--- src/rtl/key_debounce_pkg.sv ---
// key_debounce shared constants and helpers.
// Autorepeat timing used when KEY_DEBOUNCE_AUTOREPEAT_EN is defined.
package key_debounce_pkg;

  localparam int REPEAT_DELAY_US  = 500000;
  localparam int REPEAT_PERIOD_US = 100000;

  function automatic int clog2_min1(input int v);
    return (v <= 2) ? 1 : $clog2(v);
  endfunction

endpackage

--- src/rtl/key_debounce_bit.sv ---
// One key bit: 2-FF sync, debounce counter, press/release pulses.
// KEY_DEBOUNCE_AUTOREPEAT_EN adds a typematic repeat counter.
module key_debounce_bit
  import key_debounce_pkg::*;
#(
  parameter int DB_CYCLES     = 1,
  parameter int ACTIVE_LOW    = 1
`ifdef KEY_DEBOUNCE_AUTOREPEAT_EN
  ,
  parameter int REPEAT_DELAY  = 1,
  parameter int REPEAT_PERIOD = 1
`endif
) (
  input  logic clk,
  input  logic reset,
  input  logic key_raw,
  output logic key_sw,
  output logic key_press,
  output logic key_release
);

  localparam int CNT_W = clog2_min1(DB_CYCLES + 1);
  localparam logic [CNT_W-1:0] CNT_LAST =
    CNT_W'(DB_CYCLES - 1);
  localparam logic IDLE = (ACTIVE_LOW != 0);

  logic             r_s1;
  logic             r_s2;
  logic             r_sw;
  logic             r_press;
  logic             r_rel;
  logic [CNT_W-1:0] r_cnt;
  logic             w_lvl;
  logic             w_acc;

  // Sync holds the raw pin level; normalise after it.
  assign w_lvl = IDLE ? ~r_s2 : r_s2;
  assign w_acc = (w_lvl != r_sw) && (r_cnt == CNT_LAST);

  always_ff @(posedge clk) begin
    if (!reset) begin
      r_s1    <= IDLE;
      r_s2    <= IDLE;
      r_sw    <= 1'b0;
      r_press <= 1'b0;
      r_rel   <= 1'b0;
      r_cnt   <= '0;
    end else begin
      r_s1    <= key_raw;
      r_s2    <= r_s1;
      r_press <= w_acc & w_lvl;
      r_rel   <= w_acc & ~w_lvl;
      if (w_lvl == r_sw) begin
        r_cnt <= '0;
      end else if (w_acc) begin
        r_sw  <= w_lvl;
        r_cnt <= '0;
      end else begin
        r_cnt <= r_cnt + 1'b1;
      end
    end
  end

  assign key_sw      = r_sw;
  assign key_release = r_rel;

`ifdef KEY_DEBOUNCE_AUTOREPEAT_EN
  localparam int RD = (REPEAT_DELAY  < 1) ? 1 : REPEAT_DELAY;
  localparam int RP = (REPEAT_PERIOD < 1) ? 1 : REPEAT_PERIOD;
  localparam int RM = (RD > RP) ? RD : RP;
  localparam int REP_W = clog2_min1(RM + 1);

  logic [REP_W-1:0] r_rep;
  logic             r_first;
  logic             r_rpt;
  logic [REP_W-1:0] w_lim;

  assign w_lim = r_first ? REP_W'(RD - 1) : REP_W'(RP - 1);

  always_ff @(posedge clk) begin
    if (!reset) begin
      r_rep   <= '0;
      r_first <= 1'b1;
      r_rpt   <= 1'b0;
    end else begin
      r_rpt <= 1'b0;
      if (!r_sw || w_acc) begin
        r_rep   <= '0;
        r_first <= 1'b1;
      end else if (r_rep == w_lim) begin
        r_rep   <= '0;
        r_first <= 1'b0;
        r_rpt   <= 1'b1;
      end else begin
        r_rep <= r_rep + 1'b1;
      end
    end
  end

  assign key_press = r_press | r_rpt;
`else
  assign key_press = r_press;
`endif

endmodule

--- src/rtl/key_debounce.sv ---
// Board key conditioner: per-bit sync + debounce + edge pulses.
// KEY_DEBOUNCE_AUTOREPEAT_EN enables typematic repeat on key_press.
module key_debounce
  import key_debounce_pkg::*;
#(
  parameter int CLK_MHZ          = 50,
  parameter int KEY_WIDTH        = 4,
  parameter int DEBOUNCE_US      = 10000,
  parameter int ACTIVE_LOW       = 1
`ifdef KEY_DEBOUNCE_AUTOREPEAT_EN
  ,
  parameter int REPEAT_DELAY_US  = key_debounce_pkg::REPEAT_DELAY_US,
  parameter int REPEAT_PERIOD_US = key_debounce_pkg::REPEAT_PERIOD_US
`endif
) (
  input  logic                 clk,
  input  logic                 reset,
  input  logic [KEY_WIDTH-1:0] key_raw,
  output logic [KEY_WIDTH-1:0] key_sw,
  output logic [KEY_WIDTH-1:0] key_press,
  output logic [KEY_WIDTH-1:0] key_release
);

  localparam int DB_RAW    = CLK_MHZ * DEBOUNCE_US;
  localparam int DB_CYCLES = (DB_RAW < 1) ? 1 : DB_RAW;

  for (genvar g = 0; g < KEY_WIDTH; g++) begin : g_bit
    key_debounce_bit #(
      .DB_CYCLES    (DB_CYCLES),
      .ACTIVE_LOW   (ACTIVE_LOW)
`ifdef KEY_DEBOUNCE_AUTOREPEAT_EN
      ,
      .REPEAT_DELAY (CLK_MHZ * REPEAT_DELAY_US),
      .REPEAT_PERIOD(CLK_MHZ * REPEAT_PERIOD_US)
`endif
    ) u_bit (
      .clk        (clk),
      .reset      (reset),
      .key_raw    (key_raw[g]),
      .key_sw     (key_sw[g]),
      .key_press  (key_press[g]),
      .key_release(key_release[g])
    );
  end

endmodule

--- config.mk ---
export PLATFORM = sky130hd
export DESIGN_NAME = key_debounce
export DESIGN_NICKNAME = d
export VERILOG_FILES = /design/src/rtl/key_debounce_pkg.sv /design/src/rtl/key_debounce_bit.sv /design/src/rtl/key_debounce.sv
export SDC_FILE = /design/constraint.sdc
export NUM_CORES = 1
export LEC_CHECK = 0
export CORE_UTILIZATION = 30
export DETAILED_ROUTE_END_ITERATION = 6
export GPL_TIMING_DRIVEN = 0
export SETUP_SLACK_MARGIN = 0.05
export SLEW_MARGIN = 10
export SYNTH_ARGS = -nofsm -noshare
export SYNTH_HDL_FRONTEND = slang
export SYNTH_HIERARCHICAL = 1
export SYNTH_SLANG_ARGS = --single-unit
--- constraint.sdc ---
create_clock -name clk -period 1.8 [get_ports clk]
set_clock_uncertainty 0.2 [all_clocks]
set_input_delay 0.36 -clock clk [delete_from_list [all_inputs] [get_ports clk]]
set_output_delay 0.36 -clock clk [all_outputs]
set_load 0.05 [all_outputs]
==> results_dict.tcl <==
set metrics [dict create \
    outcome "complete, but fails checks" \
    violations "negative setup slack" \
    relSlewSlack 0.678 \
    synth_seq_cells 96 \
    vias 3402 \
    cp.arrival_ns 1.90 \
    synthesis.area_mm2 0.00428 \
    final_net_count 533 \
    power_density_mw_per_mm2 693 \
    layout_common_cells "dfxtp_1, xor2_1, buf_4" \
    p_int_mw 3.13 \
    cts_buffer_depth 2 \
    dpl_cell_area_mm2 0.00468 \
    layout-drive-gt1-share 0.317 \
    pin_count 18 \
    ir_worst_vdd_mv 0.506 \
    synthArstFlopShare 0 \
    setup_slack_ns -0.0178 \
    syn_area_per_cell_um2 9.38 \
    grt_max_degree 17 \
    numCtsBuffers 9 \
    p_leak_nw 2.05 \
    dp_hpwl_um 5590 \
    numClockSinks 96 \
    num_rows 43 \
    h-tree-depth 3 \
    synth_area_leader_cell "dfxtp_1" \
    dp_slack_ns -0.674 \
    antenna_left 0 \
    drc 0 \
    via_per_inst 4.81 \
    power_frac_seq 0.544 \
    syn_nets 466 \
    antenna_found_initial 0 \
    cp_num_buf_inv 4 \
    synthCells 456 \
    path_class "flop to flop" \
    power.share.switching 0.207 \
    core_mm2 0.0139 \
    crit_path_frequent_cell "buf_6" \
    grt_pass1_wl_um 15000 \
    fin_crit_ns 1.82 \
    p_switching_mw 0.815 \
    hold_violations 0 \
    grt_pass1_vias 3218 \
    fp.dieW_um 121 \
    synth_enable_flop_cells 0 \
    setup_viol 5 \
    critPathSlowestCell "dfxtp_2" \
    clk_latency_ns 0.34 \
    die_h_um 121 \
    grt-ovfl-total 0 \
    hold_buffers 0 \
    hp-class "flop to flop" \
    nFillCells 1335 \
    rsz0062_at_grt "yes" \
    avgRoutedWirePerCell_um 12.8 \
    wl_um 9070 \
    drt_iter0_markers 203 \
    required_ns 1.88 \
    slowest_delay_ns 0.33 \
    maxSlewViolCount 0 \
    start_kind "flop" \
    worst-path-max-fanout 5 \
    dr.pass1.iters 6 \
    antenna_cells 0 \
    yosysSeqAreaShare 0.449 \
    track_usage 0.130 \
    synth_area_leaders "dfxtp_1, xor2_1, nor2_1" \
    fmax_ghz 0.550 \
    gp_congestion 0.741 \
    synth-main-ff-cell "dfxtp_1" \
    crit_family "buffers and inverters" \
    post-route-period-util 1.01 \
    dieArea_mm2 0.0147 \
    worst_setup_path_end_kind "flop" \
    design_area_mm2 0.00569 \
    io_buffers 17 \
    yosysTopAreaCellShare 0.449 \
    root_buffer "clkbuf_16" \
    cts_tree "done" \
    yosys_warnings 6 \
    areaGrowthSynthToFinish_pct 32.9 \
    cp_cell_sequence "ha_4 -> and4_1 -> buf_6 -> and4b_4 -> a21o_1 -> buf_6 -> buf_12 -> buf_8 -> nor2_2" \
    final_common_cell "dfxtp_1" \
    worstMarginPinSlew_ns 0.484 \
    power_frac_comb 0.029 \
    p_clk_frac 0.428 \
    clk_pin_slew_ns 0.06 \
    maxCapViolations 0 \
    initial_core_util 0.308 \
    yosysUniqueCellTypes 29 \
]
[layout make-up]
| class | instances | area (µm²) | share of cell area |
|---|---|---|---|
| buffer | 20 | 189 | 0.0332 |
| clock buffer | 14 | 244 | 0.0429 |
| clock inverter | 1 | 5.00 | 0.000880 |
| inverter | 16 | 60.1 | 0.0106 |
| multi-input combinational | 320 | 2390 | 0.421 |
| sequential | 96 | 1940 | 0.341 |
| tap | 180 | 225 | 0.0396 |
| timing repair buffer | 60 | 627 | 0.110 |
[cells by family (layout without fill, tap and decap cells)]
family / Yosys count / after routing / share of synthesized area
XOR/XNOR: 60 / 60 / 0.123
AO/OA/AOI/OAI: 36 / 36 / 0.0503
AND/OR/NAND/NOR: 220 / 220 / 0.301
buffers and inverters: 40 / 111 / 0.0655
adder cells (fa/ha/maj): 4 / 4 / 0.0117
flip-flops: 96 / 96 / 0.449
[cell usage after synthesis, drive strengths merged, types with 12 or more instances]
cell type and n:
and3 16, xnor2 16, a21oi 16, buf 24, nand3 20, and4 20, xor2 44, nor2 64
nor3 12, dfxtp 96, nand4 28, inv 16, nand2 24
[stage by stage]
step / hold WS, ns / power (mW) / instances / utilization / setup TNS (ns)
global route: 0.221 / 4.10 / 707 / 0.410 / -0.631
floorplan: 0.186 / 2.23 / 456 / - / 0
CTS: 0.206 / 3.98 / 703 / 0.393 / -0.412
finish: 0.206 / 3.94 / 707 / 0.410 / -0.0587
global placement: 0.195 / 2.26 / 653 / 0.337 / -44.31
detailed placement: 0.192 / 2.26 / 653 / 0.337 / -45.97
[layer usage]
metal  vias to the layer above  GRT usage  routed length (µm)
met4                         0     0.0648                 190
met1                      1640      0.156                4290
met5                         -          0                   0
met3                        11     0.0282                 209
li1                       1718          -                   -
met2                        33      0.217                4380
[power groups by stage]
| stage | Sequential [mW] | Combinational, mW | Clock (mW) |
|---|---|---|---|
| global route | 2.14 | 0.121 | 1.83 |
| floorplan | 2.19 | 0.0399 | 0 |
| global placement | 2.19 | 0.0657 | 0 |
| CTS | 2.14 | 0.107 | 1.73 |
| finish | 2.14 | 0.112 | 1.69 |
| detailed placement | 2.19 | 0.0660 | 0 |
[state kept, by name, indices dropped and copies added (netlist names)]
name	flops
g_bit.u_bit/r_s1	4
g_bit.u_bit/r_cnt	76
g_bit.u_bit/key_release	4
g_bit.u_bit/key_press	4
g_bit.u_bit/key_sw	4
g_bit.u_bit/r_s2	4
[worst paths after layout]
check             slack [ns]                             endpoint                          startpoint  cells after the start
setup reg to reg       -0.02  g_bit[0].u_bit/r_cnt[10]$_SDFF_PP0_  g_bit[0].u_bit/r_cnt[1]$_SDFF_PP0_                      9
hold / removal          0.21       g_bit[0].u_bit/r_s2$_SDFF_PN1_      g_bit[0].u_bit/r_s1$_SDFF_PN1_                      1
hold reg to reg         0.21       g_bit[0].u_bit/r_s2$_SDFF_PN1_      g_bit[0].u_bit/r_s1$_SDFF_PN1_                      1
setup / recovery       -0.02  g_bit[0].u_bit/r_cnt[10]$_SDFF_PP0_  g_bit[0].u_bit/r_cnt[1]$_SDFF_PP0_                      9
[repair_timing]
action | CTS | global route
gates cloned | 4 | 0
pin swaps | 32 | 21
setup buffers | 31 | 10
resized for setup | 70 | 76
setup endpoints to repair | 86 | 78
Note: power is estimated with default switching activity, not from simulation.
